$ cat src/rtl/ex_alu_uart_ctrl.sv
// UART byte-stream front end for the EX-stage ALU: assembles op1/op2/code, captures the result, serialises it back.
// Result's first o_tx_start two cycles after the opcode byte; rx bytes are dropped while o_busy, next tx byte waits on i_tx_done.
module ex_alu_uart_ctrl #(
  parameter int NB_DATA = 32,
  parameter int NB_OP   = 6,
  parameter int NB_BYTE = 8
) (
  input  logic               i_clk,
  input  logic               i_reset,
  input  logic [NB_BYTE-1:0] i_rx_data,
  input  logic               i_rx_valid,
  input  logic               i_tx_done,
  output logic [NB_BYTE-1:0] o_tx_data,
  output logic               o_tx_start,
  output logic [NB_DATA-1:0] o_alu_data_1,
  output logic [NB_DATA-1:0] o_alu_data_2,
  output logic [NB_OP-1:0]   o_alu_code,
  input  logic [NB_DATA-1:0] i_alu_result,
  output logic               o_busy
);

  localparam int NBYTES = NB_DATA / NB_BYTE;
  localparam int NB_CNT = (NBYTES > 1) ? $clog2(NBYTES) : 1;
  localparam logic [NB_CNT-1:0] CNT_LAST = NB_CNT'(NBYTES - 1);

  typedef enum logic [2:0] {
    S_DATA1,
    S_DATA2,
    S_OP,
    S_EXEC,
    S_TX_LOAD,
    S_TX_WAIT
  } state_t;

  state_t              state_q, state_d;
  logic [NB_CNT-1:0]   cnt_q, cnt_d, cnt_inc;
  logic [NB_DATA-1:0]  alu_data_1_q, alu_data_1_d;
  logic [NB_DATA-1:0]  alu_data_2_q, alu_data_2_d;
  logic [NB_OP-1:0]    alu_code_q, alu_code_d;
  logic [NB_DATA-1:0]  result_q, result_d;
  logic [NB_BYTE-1:0]  tx_data_q, tx_data_d;
  logic                tx_start_q, tx_start_d;

  assign cnt_inc = cnt_q + NB_CNT'(1);

  always_comb begin
    state_d      = state_q;
    cnt_d        = cnt_q;
    alu_data_1_d = alu_data_1_q;
    alu_data_2_d = alu_data_2_q;
    alu_code_d   = alu_code_q;
    result_d     = result_q;
    tx_data_d    = tx_data_q;
    tx_start_d   = 1'b0;
    case (state_q)
      S_DATA1: begin
        if (i_rx_valid) begin
          alu_data_1_d[cnt_q*NB_BYTE +: NB_BYTE] = i_rx_data;
          if (cnt_q == CNT_LAST) begin
            cnt_d   = '0;
            state_d = S_DATA2;
          end else begin
            cnt_d = cnt_inc;
          end
        end
      end
      S_DATA2: begin
        if (i_rx_valid) begin
          alu_data_2_d[cnt_q*NB_BYTE +: NB_BYTE] = i_rx_data;
          if (cnt_q == CNT_LAST) begin
            cnt_d   = '0;
            state_d = S_OP;
          end else begin
            cnt_d = cnt_inc;
          end
        end
      end
      S_OP: begin
        if (i_rx_valid) begin
          alu_code_d = i_rx_data[NB_OP-1:0];
          state_d    = S_EXEC;
        end
      end
      // Lane 0 is loaded straight from the ALU so the first start lines up with the capture edge.
      S_EXEC: begin
        result_d   = i_alu_result;
        cnt_d      = '0;
        tx_data_d  = i_alu_result[NB_BYTE-1:0];
        tx_start_d = 1'b1;
        state_d    = S_TX_LOAD;
      end
      S_TX_LOAD: begin
        state_d = S_TX_WAIT;
      end
      S_TX_WAIT: begin
        if (i_tx_done) begin
          if (cnt_q == CNT_LAST) begin
            cnt_d   = '0;
            state_d = S_DATA1;
          end else begin
            cnt_d      = cnt_inc;
            tx_data_d  = result_q[cnt_inc*NB_BYTE +: NB_BYTE];
            tx_start_d = 1'b1;
            state_d    = S_TX_LOAD;
          end
        end
      end
      default: state_d = S_DATA1;
    endcase
  end

  always_ff @(posedge i_clk) begin
    if (i_reset) begin
      state_q      <= S_DATA1;
      cnt_q        <= '0;
      alu_data_1_q <= '0;
      alu_data_2_q <= '0;
      alu_code_q   <= '0;
      result_q     <= '0;
      tx_data_q    <= '0;
      tx_start_q   <= 1'b0;
    end else begin
      state_q      <= state_d;
      cnt_q        <= cnt_d;
      alu_data_1_q <= alu_data_1_d;
      alu_data_2_q <= alu_data_2_d;
      alu_code_q   <= alu_code_d;
      result_q     <= result_d;
      tx_data_q    <= tx_data_d;
      tx_start_q   <= tx_start_d;
    end
  end

  assign o_tx_data    = tx_data_q;
  assign o_tx_start   = tx_start_q;
  assign o_alu_data_1 = alu_data_1_q;
  assign o_alu_data_2 = alu_data_2_q;
  assign o_alu_code   = alu_code_q;
  assign o_busy       = (state_q == S_EXEC) || (state_q == S_TX_LOAD) || (state_q == S_TX_WAIT);

endmodule

$ cat config.mk
export PLATFORM = sky130hd
export DESIGN_NAME = ex_alu_uart_ctrl
export DESIGN_NICKNAME = d
export VERILOG_FILES = /design/src/rtl/ex_alu_uart_ctrl.sv
export SDC_FILE = /design/constraint.sdc
export NUM_CORES = 1
export LEC_CHECK = 0
export BUFFER_PORTS_ARGS = -buffer_cell sky130_fd_sc_hd__buf_2
export CAP_MARGIN = 30
export CORE_ASPECT_RATIO = 0.6
export CORE_MARGIN = 2
export CORE_UTILIZATION = 30
export DETAILED_ROUTE_END_ITERATION = 10
export PLACE_DENSITY = 0.56
export SLEW_MARGIN = 40
export SYNTH_ARGS = -nofsm -noshare
export SYNTH_HDL_FRONTEND = slang
export SYNTH_SLANG_ARGS = --single-unit
$ cat constraint.sdc
create_clock -name i_clk -period 4.31 [get_ports i_clk]
set_input_delay 0.6465 -clock i_clk [delete_from_list [all_inputs] [get_ports i_clk]]
set_output_delay 0.6465 -clock i_clk [all_outputs]
set_load 0.05 [all_outputs]
Word level (Yosys, flattened, before mapping):

Index checks and enable logic that the tools add are counted.

* order comparisons: 0
* multipliers: 0
* shifts and indexed selects: 3
* mux-type cells: 20
* $add $sub $neg: 2
* eq/ne operators: 14
* reductions and logical operators: 12
* bitwise operators: 0
* div/mod/pow operators: 0

Operator list (number)
* bitwise mux 32 bit: 2
* negation 5 -> 34 bit: 1
* variable shift 8 x 34 -> 32 bit, first input constant: 1
* variable part select 8 x 34 -> 32 bit: 1
* variable part select 32 x 6 -> 8 bit: 1
* 2-to-1 mux 3 bit: 7
* one-hot mux 3 bit (6 select lines): 1
* 2-to-1 mux 8 bit: 2
* one-hot mux 8 bit (2 select lines): 1
* inequality test 2 bit, second input constant: 7
* == test 3 x 2 -> 1 bit, second input constant: 2
* == test 3 bit, second input constant: 2
* 2-to-1 mux 2 bit: 3
* one-hot mux 2 bit (3 select lines): 1
* AND reduction 2 bit: 3
* AND reduction 3 bit: 2
* AND reduction 6 bit: 1
* == test 3 x 1 -> 1 bit, second input constant: 1
* logical NOT 3 bit: 1
* nonzero test 3 bit: 1
* adder 2 x 1 -> 2 bit, second input constant: 1
* == test 2 bit, second input constant: 1
* logical OR 1 bit: 2
* 2-to-1 mux 1 bit: 2
* other kinds (4): 4

* latch bits: 0
* bits in read-only memories: 0
* RAM bits: 0
* memories kept: 0
* flip-flop bits (word level): 116

Longest topological paths before layout:

Gate-level depths: netlist (run 1).

* word-level depth: 5
* mapped depth: 9
* depth with buffers taken out: 6

Least setup slack after synthesis (run 1):

No wires, ideal clock.

* path type: reg-to-reg
* from: register cnt_q[0]
* to: register tx_data_q[6], in the netlist o_tx_data[6]
* setup time: 0.133 ns
* data arrival time: 1.883 ns
* cell stages (with the launch flop): 9
* required time: 4.177 ns
* setup slack: 2.293 ns
* path through: dfxtp_1 > buf_4 > inv_1 > ha_1 > buf_4 > buf_8 > mux4_2 > nand2_1 > a311oi_2

* word-level cells in the longest chain between the ends: 5

Ends and longest elaborated chain
* start, declared: line 36 `logic [NB_CNT-1:0] cnt_q, cnt_d, cnt_inc;`
* start signal, assigned: line 124 `cnt_q <= cnt_d;`
* adder 2 x 1 -> 2 bit: line 44 `assign cnt_inc = cnt_q + NB_CNT'(1);`
* variable part select 32 x 6 -> 8 bit: line 102 `tx_data_d = result_q[cnt_inc*NB_BYTE +: NB_BYTE];`
* 2-to-1 mux 8 bit: line 97 `if (cnt_q == CNT_LAST) begin`
* 2-to-1 mux 8 bit: line 96 `if (i_tx_done) begin`
* one-hot mux 8 bit (2 select lines): line 55 `case (state_q)`
* end signal, assigned: line 129 `tx_data_q <= tx_data_d;`
* end, declared: line 41 `logic [NB_BYTE-1:0] tx_data_q, tx_data_d;`

Several ways; a longest one is shown, not always the timed one. The select of a mux whose other input is x is not followed.
A chain may end at the register's enable or synchronous reset.

Worst setup path in the final report (run 1):

* from: register state_q[2]
* to: output o_busy

* word-level cells in the longest chain between the ends: 3

Ends and longest elaborated chain
* start, declared: line 35 `state_t state_q, state_d;`
* start signal, assigned: line 123 `state_q <= state_d;`
* == test 3 x 2 -> 1 bit / == test 3 bit (equally long branches): line 139 `assign o_busy = (state_q == S_EXEC) || (state_q == S_TX_LOAD) || (state_q == S_TX_WAIT);`
* logical OR 1 bit: line 139
* logical OR 1 bit *: line 139
* end, declared: line 19 `output logic o_busy`

Every way passes the cells marked *; elsewhere a longest branch is shown, timed or not.

==> run_results.csv, run 1 <==
group,metric,value,unit
outcome,outcome,"complete, no violations",
die,initial_core_util,0.3084,
cts,cts_buffers,17,
route,wl_per_cell,16.29,um
logic_synthesis,avgSynthCellArea,8.652,um2
timing,max-slew-margin-rel,0.5545,
die,row_count,35,
final_layout,final-seq-area,2322,um2
timing,fin_ws,1853,ps
pwr,peakVddDrop,0.2858,mV
route,vias,4243,
route,initialDrtViolationCount,255,
cts,post-cts-setup-buffers,0,
worst_setup_path,critPathLaunchType,"flop",
route,ant_nets,0,
global_route,grt_max_degree,90,
worst_setup_path,cp_num_buf_inv,2,
cts,cts_tree,"done",
worst_setup_path,end_kind,"primary output",
final_layout,multi_input_area,2175,um2
timing,period_minus_slack,2457,ps
logic_synthesis,ys_top_cells_by_area,"dfxtp_1 (49%), nand2_1 (10%), a21oi_1 (8.7%)",
cts,clkLatencyLatePin,400,ps
route,wl,14040,um
place,dpl.cell_count,830,
logic_synthesis,yosys_warnings,0,
cts,cts_hold_buffers,0,
place,pre_cts_ws,1851,ps
timing,fin_tns_setup,0,ps
timing,slew_violations,0,
worst_setup_path,cp_max_fo,35,
cts,cts.clk_slew.worst_paths,60,ps
pwr,power.leakage,0.002399,uW
cts,htreeDepth,4,
worst_setup_path,slowest_stage,"dfxtp_1",
die,core_area,15460,um2
global_route,globalRouteOverflowTotal,0,
route,drc,0,
final_layout,drive_above_1_share,0.2747,
worst_setup_path,r2r-end,"o_alu_data_2[18]",
cts,ctsRootBufferMaster,"clkbuf_16",
worst_setup_path,critPathTopFamily,"buffers and inverters",
logic_synthesis,syn_inst,551,
global_route,grt.total_usage,0.1692,
final_layout,fill_cells,1560,
cts,clk_path_buf_depth,2,
logic_synthesis,async_flop_share,0,
worst_setup_path,crit_type,"reg2out",
logic_synthesis,synthFlopType,"dfxtp_1",
timing,setup_violations,0,
place,dp_hpwl,9886,um
pwr,power.density,457.8,nW/um2
logic_synthesis,ys_types,39,
logic_synthesis,yosys_register_bits,116,
timing,period_share,0.5701,
worst_setup_path,crit_arrival,1810,ps
final_layout,nNetsFinal,695,
final_layout,syn_to_final_growth,26.61,%
logic_synthesis,syn_nets,600,
timing,final_hold_viol_count,0,
die,pin_count,124,
place,gp_congestion,0.7874,
worst_setup_path,required,3660,ps
timing,rsz0062_at_grt,"false",
global_route,antenna_found_initial,0,
route,avgViaCountPerCell,4.922,
timing,tightestPinTransition,668.3,ps
logic_synthesis,seq_area_frac_synth,0.4871,
timing,skew,11.63,ps
worst_setup_path,path_cells,"nand3b_1 -> buf_4 -> nand2_1 -> buf_2",
global_route,grt_pass1_wl,22210,um
worst_setup_path,reg2regPathDepth,5,
logic_synthesis,synth_edf_count,0,
final_layout,layout.cells.non_filler,862,
final_layout,diodes,0,
min_path,holdPathEnd,"o_alu_data_2[31]",
worst_setup_path,r2r_start,"cnt_q[0]",
logic_synthesis,synth.cell_area,4767,um2
worst_setup_path,critical-path-max-stage-delay,550,ps
logic_synthesis,synth_top_area_cell,"dfxtp_1",
flow_run,max_cap_viol_count,0,
logic_synthesis,synth_top_area_frac,0.4871,
die,die_h,101.6,um
global_route,grt_pass1_vias,4133,
worst_setup_path,r2r_slack,2100,ps
cts,cts_resized,0,
die,die_x,166.7,um
route,firstDrtPassIters,4,
cts,cts_sinks,116,
place,port_buffers,123,
worst_setup_path,startpoint,"state_q[2]",
min_path,hp-start,"o_alu_data_2[31]",
timing,max_freq,406.9,MHz
die,die_area,16950,um2
min_path,hold_depth,2,
min_path,hold_class,"reg2reg",
-- synthesized netlist by cell type (all sizes together) (3+ instances only) --
cell type	n
mux4	8
ha	5
clkbuf	26
nand3	56
nor3	3
inv	3
buf	24
a311oi	8
nor2b	3
nor2	34
a21oi	83
a22oi	16
dfxtp	116
mux2i	8
nand3b	3
and3	7
nand2	130
-- power breakdown --
part           total [uW]  switching [uW]  internal [uW]
Combinational         182             127           55.4
Sequential           1090            5.21           1080
Clock                1500             522            973
-- sequential cells by signal, summed over array words and instances, names as in the netlist --
register and count:
state_q 3, result_q 32, o_alu_data_2 32, o_alu_code 6, o_tx_start 1, cnt_q 2
o_tx_data 8, o_alu_data_1 32
-- cell usage in the layout, fill, tap and decap left out, types with 3 or more instances in the layout --
cell and count:
bufinv_16 4, clkinv_2 3, inv_6 3, clkbuf_16 17, nand2_1 130, buf_2 122
clkinv_4 4, mux2i_1 8, and3_1 7, a21oi_1 83, ha_1 4, inv_1 3
a22oi_1 16, dfxtp_1 116, a311oi_1 7, nor2_1 32, nand3_1 56, buf_4 3
nor2b_1 3, mux4_2 8
-- logic make-up (layout without fill, tap and decap cells) --
kind of cell               count (synthesis)  count (layout)  share of synthesized area
and+or+nand+nor                          246             246                     0.2444
DFF                                      116             116                     0.4871
AOI/OAI and AO/OA                        114             114                     0.1409
buffers and inverters                     53             161                    0.05748
muxes                                     17              17                    0.05696
adders and majority gates                  5               5                    0.01312
-- worst min-delay path: stages, from the launching register on --
cell	delay, ps
dfxtp_1	300
nand2_1	50
a21oi_1	50
-- final cells by class --
class | count | share of cell area
inverters | 3 | 0.001866
clock buffers | 17 | 0.07048
well taps | 203 | 0.04208
multi-input cells | 382 | 0.3603
flip-flops and latches | 116 | 0.3847
clock inverters | 15 | 0.03379
repair buffers | 126 | 0.1068
-- layer usage --
metal / vias to the layer above / wire [um] / track usage
met5: - / 0 / 0
met4: 0 / 102 / 0.04708
met3: 10 / 1121 / 0.05236
met2: 163 / 5696 / 0.2409
met1: 1986 / 7120 / 0.2460
li1: 2084 / - / -
-- worst max path at each step --
| stage | to | cells after the start |
|---|---|---|
| final | o_busy | 4 |
| after global routing | o_busy | 4 |
| after CTS | o_busy | 4 |
| after detailed placement | o_alu_data_2[18] | 5 |
| after global placement | o_alu_data_1[23] | 5 |
| after floorplan | o_tx_data[6] | 8 |
-- through the flow --
step,instance area (um2),total power [uW],hold WS (ps),util
floorplan,4767,1243,433.1,-
detailed placement,5400,1290,443.7,0.3493
global placement,5399,1287,441.4,0.3493
global route,6036,2870,471.4,0.3904
CTS,6030,2794,450.9,0.3900
finish,6036,2763,449.4,0.3904
Note: power is estimated with default switching activity, not from simulation.
==> run 2, diff against run 1 <==
--- a/config.mk
+++ b/config.mk
@@ -11,7 +11,7 @@
 export CORE_MARGIN = 2
 export CORE_UTILIZATION = 30
 export DETAILED_ROUTE_END_ITERATION = 10
-export PLACE_DENSITY = 0.56
+export PLACE_DENSITY = 0.58
 export SLEW_MARGIN = 40
 export SYNTH_ARGS = -nofsm -noshare
 export SYNTH_HDL_FRONTEND = slang
==> constraint.sdc (replaced) <==
create_clock -name i_clk -period 2.1 [get_ports i_clk]
set_input_delay 0.315 -clock i_clk [delete_from_list [all_inputs] [get_ports i_clk]]
set_output_delay 0.315 -clock i_clk [all_outputs]
set_load 0.05 [all_outputs]
==> run 2 against run 1 <==
Net effect:
- sequential share of layout area fell by 0.68 points
- design area rose by 1.8%
- setup slack got worse by 1700 ps
- wire length rose by 4.5%
- sequential cell count did not move
- die area did not move
- cell count rose by 1.6%
- critical endpoint unchanged
==> run_results.csv, run 2 (synthesized netlist as in run 1, its figures left out) <==
group,metric,value,unit
min_path,hold_class,"in2reg",
global_route,grt_pass1_wl,22620,um
pwr,power.density,919.4,nW/um2
die,core_area,15460,um2
route,avgViaCountPerCell,4.901,
timing,period_minus_slack,1928,ps
cts,cts_tree,"done",
place,pre_cts_ws,263.2,ps
final_layout,mostFrequentLayoutCells,"nand2_1 (130), buf_2 (122), dfxtp_1 (116)",
timing,skew,18.13,ps
global_route,antenna_found_initial,0,
worst_setup_path,r2r-end,"o_tx_data[4]",
pwr,pwr-share-clk,0.533,
pwr,power.leakage,0.002470,uW
cts,post-cts-setup-buffers,0,
cts,cts_hold_buffers,0,
final_layout,layout.cells.non_filler,876,
cts,clk_path_buf_depth,2,
cts,cts_sinks,116,
route,initialDrtViolationCount,348,
final_layout,fill_cells,1594,
timing,rsz0062_at_grt,"false",
worst_setup_path,cp_max_fo,13,
cts,ctsRootBufferMaster,"clkbuf_16",
outcome,outcome,"complete, no violations",
worst_setup_path,critical-path-max-stage-delay,600,ps
worst_setup_path,critPathLaunchType,"flop",
route,wl,14670,um
flow_run,max_cap_viol_count,0,
timing,period_share,0.9183,
cts,cts_buffers,17,
global_route,globalRouteOverflowTotal,0,
timing,max-slew-margin-rel,0.5238,
worst_setup_path,crit_type,"reg2out",
cts,cts_resized,0,
final_layout,final_common_cell,"nand2_1",
worst_setup_path,crit_arrival,1610,ps
timing,final_hold_viol_count,0,
cts,clkLatencyLatePin,420,ps
pwr,switchingPower,1383,uW
timing,fin_ws,171.6,ps
final_layout,utilization,0.3975,
route,wl_per_cell,16.74,um
timing,fin_tns_setup,0,ps
route,drc,0,
route,ant_nets,0,
global_route,grt_max_degree,60,
route,firstDrtPassIters,5,
pwr,peakVddDrop,0.4772,mV
cts,htreeDepth,4,
worst_setup_path,path_cells,"nand3b_1 -> nand2_1 -> buf_2",
worst_setup_path,slowest_stage,"dfxtp_1",
worst_setup_path,endpoint,"o_busy",
die,initial_core_util,0.3084,
final_layout,syn_to_final_growth,28.90,%
place,port_buffers,123,
timing,max_freq,518.6,MHz
final_layout,drive_above_1_share,0.2868,
die,die_area,16950,um2
final_layout,diodes,0,
min_path,hp-start,"i_alu_result[28]",
timing,tightestPinTransition,714.4,ps
die,row_count,35,
global_route,grt.total_usage,0.1760,
global_route,grt_pass1_vias,4069,
timing,finalHoldWorstSlack,130.3,ps
timing,setup_violations,0,
place,gp_congestion,0.8810,
die,pin_count,124,
pwr,switching_share,0.2448,
pwr,power_frac_seq,0.395,
worst_setup_path,startpoint,"state_q[0]",
worst_setup_path,reg2regPathDepth,6,
worst_setup_path,end_kind,"primary output",
pwr,intPower,4266,uW
worst_setup_path,r2r_start,"cnt_q[1]",
die,die_h,101.6,um
timing,slew_violations,0,
worst_setup_path,r2r_slack,270,ps
route,vias,4293,
worst_setup_path,required,1780,ps
place,dp_hpwl,10480,um
die,die_x,166.7,um
pwr,power_frac_comb,0.072,
place,dpl.cell_count,844,
cts,cts.clk_slew.worst_paths,60,ps
final_layout,nNetsFinal,709,
## run 2: changes by cell type in the layout (fill, tap and decap cells not counted), sizes merged
cell | previous run | this run
buf | 126 | 140
bufinv | 4 | 3
clkbuf | 17 | 18
clkinv | 7 | 6
clkinvlp | 1 | 2
## run 2: layer usage
metal,wire (um),share of wire,global-route usage,up-vias
met2,5742,0.39,0.2378,154
met4,134,0.0091,0.05040,0
met5,0,0,0,-
li1,-,-,-,2110
met3,1169,0.080,0.06370,10
met1,7622,0.52,0.2594,2019
## run 2: power by group through the flow
stage	Clock (uW)	Combinational, uW	Sequential (uW)
global route	3160	442	2230
detailed placement	0	412	2280
CTS	3070	412	2230
floorplan	0	233	2320
global placement	0	402	2280
finish	3010	410	2230
## run 2: worst min-delay path by stage
stage | end | depth (start not counted)
after floorplan | result_q[0] | 2
after global placement | result_q[6] | 2
after detailed placement | o_alu_data_1[18] | 2
after CTS | result_q[28] | 3
after global routing | result_q[9] | 3
final | result_q[28] | 3
## run 2: area by class of cell
class | count | area (um2) | share of cell area
timing repair buffer | 140 | 770.7 | 0.1254
multi-input combinational | 382 | 2171 | 0.3533
sequential | 116 | 2322 | 0.3779
tap | 203 | 254.0 | 0.04134
inverter | 3 | 11.26 | 0.001833
clock inverter | 14 | 176.4 | 0.02871
clock buffer | 18 | 439.2 | 0.07147
## run 2: worst max-delay path, delay by kind of cell (launching register included)
kind / cells / cell delay [ps]
flip-flops: 1 / 600
AND/OR/NAND/NOR: 2 / 340
buffers and inverters: 1 / 270
## run 2: per-stage QoR
stage | power, uW | area [um2]
2_1_floorplan | 2550 | 4767
3_3_place_gp | 2680 | 5529
3_5_place_dp | 2690 | 5529
4_1_cts | 5713 | 6145
5_1_grt | 5836 | 6145
6_report | 5650 | 6145
==> run 3, diff against run 2 <==
==> constraint.sdc (replaced) <==
create_clock -name i_clk -period 2.1 [get_ports i_clk]
set_input_delay 0.21 -clock i_clk [delete_from_list [all_inputs] [get_ports i_clk]]
set_output_delay 0.21 -clock i_clk [all_outputs]
set_load 0.05 [all_outputs]
==> run 3 against run 2 <==
Net effect:
- global-route usage decreased by 0.64 points
- combinational power decreased by 1%
- setup slack better by 19 ps
- power decreased by 1.8%
- cell count is 0.11% higher
- clock-buffer cell count fell by 1
- critical path type unchanged
- largest cell class unchanged
- largest power group unchanged
==> run_results.csv, run 3 (synthesized netlist as in run 1, its figures left out) <==
group,metric,value,unit
route,ant_nets,0,
worst_setup_path,critPathLaunchType,"flop",
worst_setup_path,cp_max_fo,13,
route,vias,4285,
place,gp_congestion,0.8487,
cts,cts_buffers,17,
cts,cts_sinks,116,
timing,slew_violations,0,
min_path,hp-start,"i_alu_result[20]",
global_route,globalRouteOverflowTotal,0,
global_route,grt_use_met2,0.2276,
die,row_count,35,
die,pin_count,124,
outcome,outcome,"complete, no violations",
worst_setup_path,crit_type,"reg2out",
worst_setup_path,r2r_start,"cnt_q[0]",
timing,max_freq,523.8,MHz
timing,period_share,0.9091,
worst_setup_path,crit_arrival,1700,ps
cts,cts_hold_buffers,0,
die,die_area,16950,um2
timing,rsz0062_at_grt,"false",
cts,clkLatencyLatePin,410,ps
global_route,busiest_layer,"met1",
final_layout,utilization,0.3960,
route,drc,0,
min_path,holdPathEnd,"result_q[20]",
timing,fin_tns_setup,0,ps
min_path,hold_depth,3,
final_layout,final_common_cell,"nand2_1",
timing,finalHoldWorstSlack,37.45,ps
die,die_h,101.6,um
die,core_area,15460,um2
final_layout,fill_cells,1541,
final_layout,syn_to_final_growth,28.40,%
cts,cts_resized,0,
timing,final_hold_viol_count,0,
pwr,power.density,906.3,nW/um2
route,avgViaCountPerCell,4.886,
route,wl,14400,um
worst_setup_path,critical-path-max-stage-delay,600,ps
final_layout,drive_above_1_share,0.2878,
timing,setup_violations,0,
worst_setup_path,r2r_slack,270,ps
place,dp_hpwl,10500,um
timing,skew,7.453,ps
worst_setup_path,reg2regPathDepth,6,
die,initial_core_util,0.3084,
cts,cts.clk_slew.worst_paths,60,ps
global_route,grt_use_met1,0.2557,
pwr,power.leakage,0.002464,uW
global_route,antenna_found_initial,0,
place,pre_cts_ws,257.2,ps
global_route,grt.total_usage,0.1696,
global_route,grt_pass1_vias,3982,
timing,fin_ws,191.0,ps
route,wl_per_cell,16.42,um
worst_setup_path,cp_num_buf_inv,1,
cts,htreeDepth,4,
route,firstDrtPassIters,5,
pwr,peakVddDrop,0.4579,mV
global_route,met3_usage,0.05549,
worst_setup_path,end_kind,"primary output",
cts,ctsRootBufferMaster,"clkbuf_16",
global_route,grt_pass1_wl,21920,um
place,port_buffers,123,
cts,clk_path_buf_depth,2,
cts,cts_tree,"done",
die,die_x,166.7,um
route,initialDrtViolationCount,314,
worst_setup_path,path_cells,"nand3b_1 -> nand2_1 -> buf_2",
flow_run,max_cap_viol_count,0,
timing,period_minus_slack,1909,ps
cts,post-cts-setup-buffers,0,
final_layout,mostFrequentLayoutCells,"nand2_1 (130), buf_2 (122), dfxtp_1 (116)",
final_layout,final-seq-area,2322,um2
global_route,grt_max_degree,56,
min_path,hold_class,"in2reg",
worst_setup_path,required,1890,ps
final_layout,multi_input_area,2171,um2
worst_setup_path,critPathTopFamily,"flip-flops",
worst_setup_path,r2r-end,"o_tx_data[6]",
final_layout,diodes,0,
timing,max-slew-margin-rel,0.5882,
timing,tightestPinTransition,617.8,ps
worst_setup_path,slowest_stage,"dfxtp_1",
final_layout,nNetsFinal,710,
-- run 3: how the worst max path moves through the flow --
stage                          start            to  slack [ps]  cells past startpoint
after floorplan             cnt_q[0]  o_tx_data[6]          80                      8
after global placement      cnt_q[1]  o_tx_data[6]         370                      6
after detailed placement    cnt_q[1]  o_tx_data[6]         260                      6
after CTS                 state_q[0]        o_busy         210                      3
after global routing      state_q[0]        o_busy          70                      3
final                     state_q[0]        o_busy         190                      3
-- run 3: per-layer routing --
metal  up-vias  part of all wire
met3         7             0.073
li1       2121                 -
met1      2004              0.53
met4         0            0.0072
met5         -                 0
met2       153              0.39
-- run 3: layout make-up --
class	count	area share
Sequential cell	116	0.3794
Multi-Input combinational cell	382	0.3547
Timing Repair Buffer	141	0.1251
Clock buffer	17	0.06950
Tap cell	203	0.04150
Clock inverter	15	0.02800
Inverter	3	0.001840
-- run 3: where the power goes --
| part | switching (uW) | internal (uW) |
|---|---|---|
| Sequential | 12.7 | 2220 |
| Clock | 1130 | 1780 |
| Combinational | 266 | 138 |
-- run 3: per-stage QoR --
stage	power, uW	cells	area [um2]
2_1_floorplan	2550	551	4767
3_3_place_gp	2678	845	5524
3_5_place_dp	2685	845	5524
4_1_cts	5616	877	6121
5_1_grt	5765	877	6121
6_report	5547	877	6121
-- run 3: worst reg2reg max path: stages, from the launching register on --
cell	delay, ps
dfxtp_1	390
inv_1	90
ha_1	330
buf_12	170
mux4_2	520
nand2_1	120
a311oi_2	100
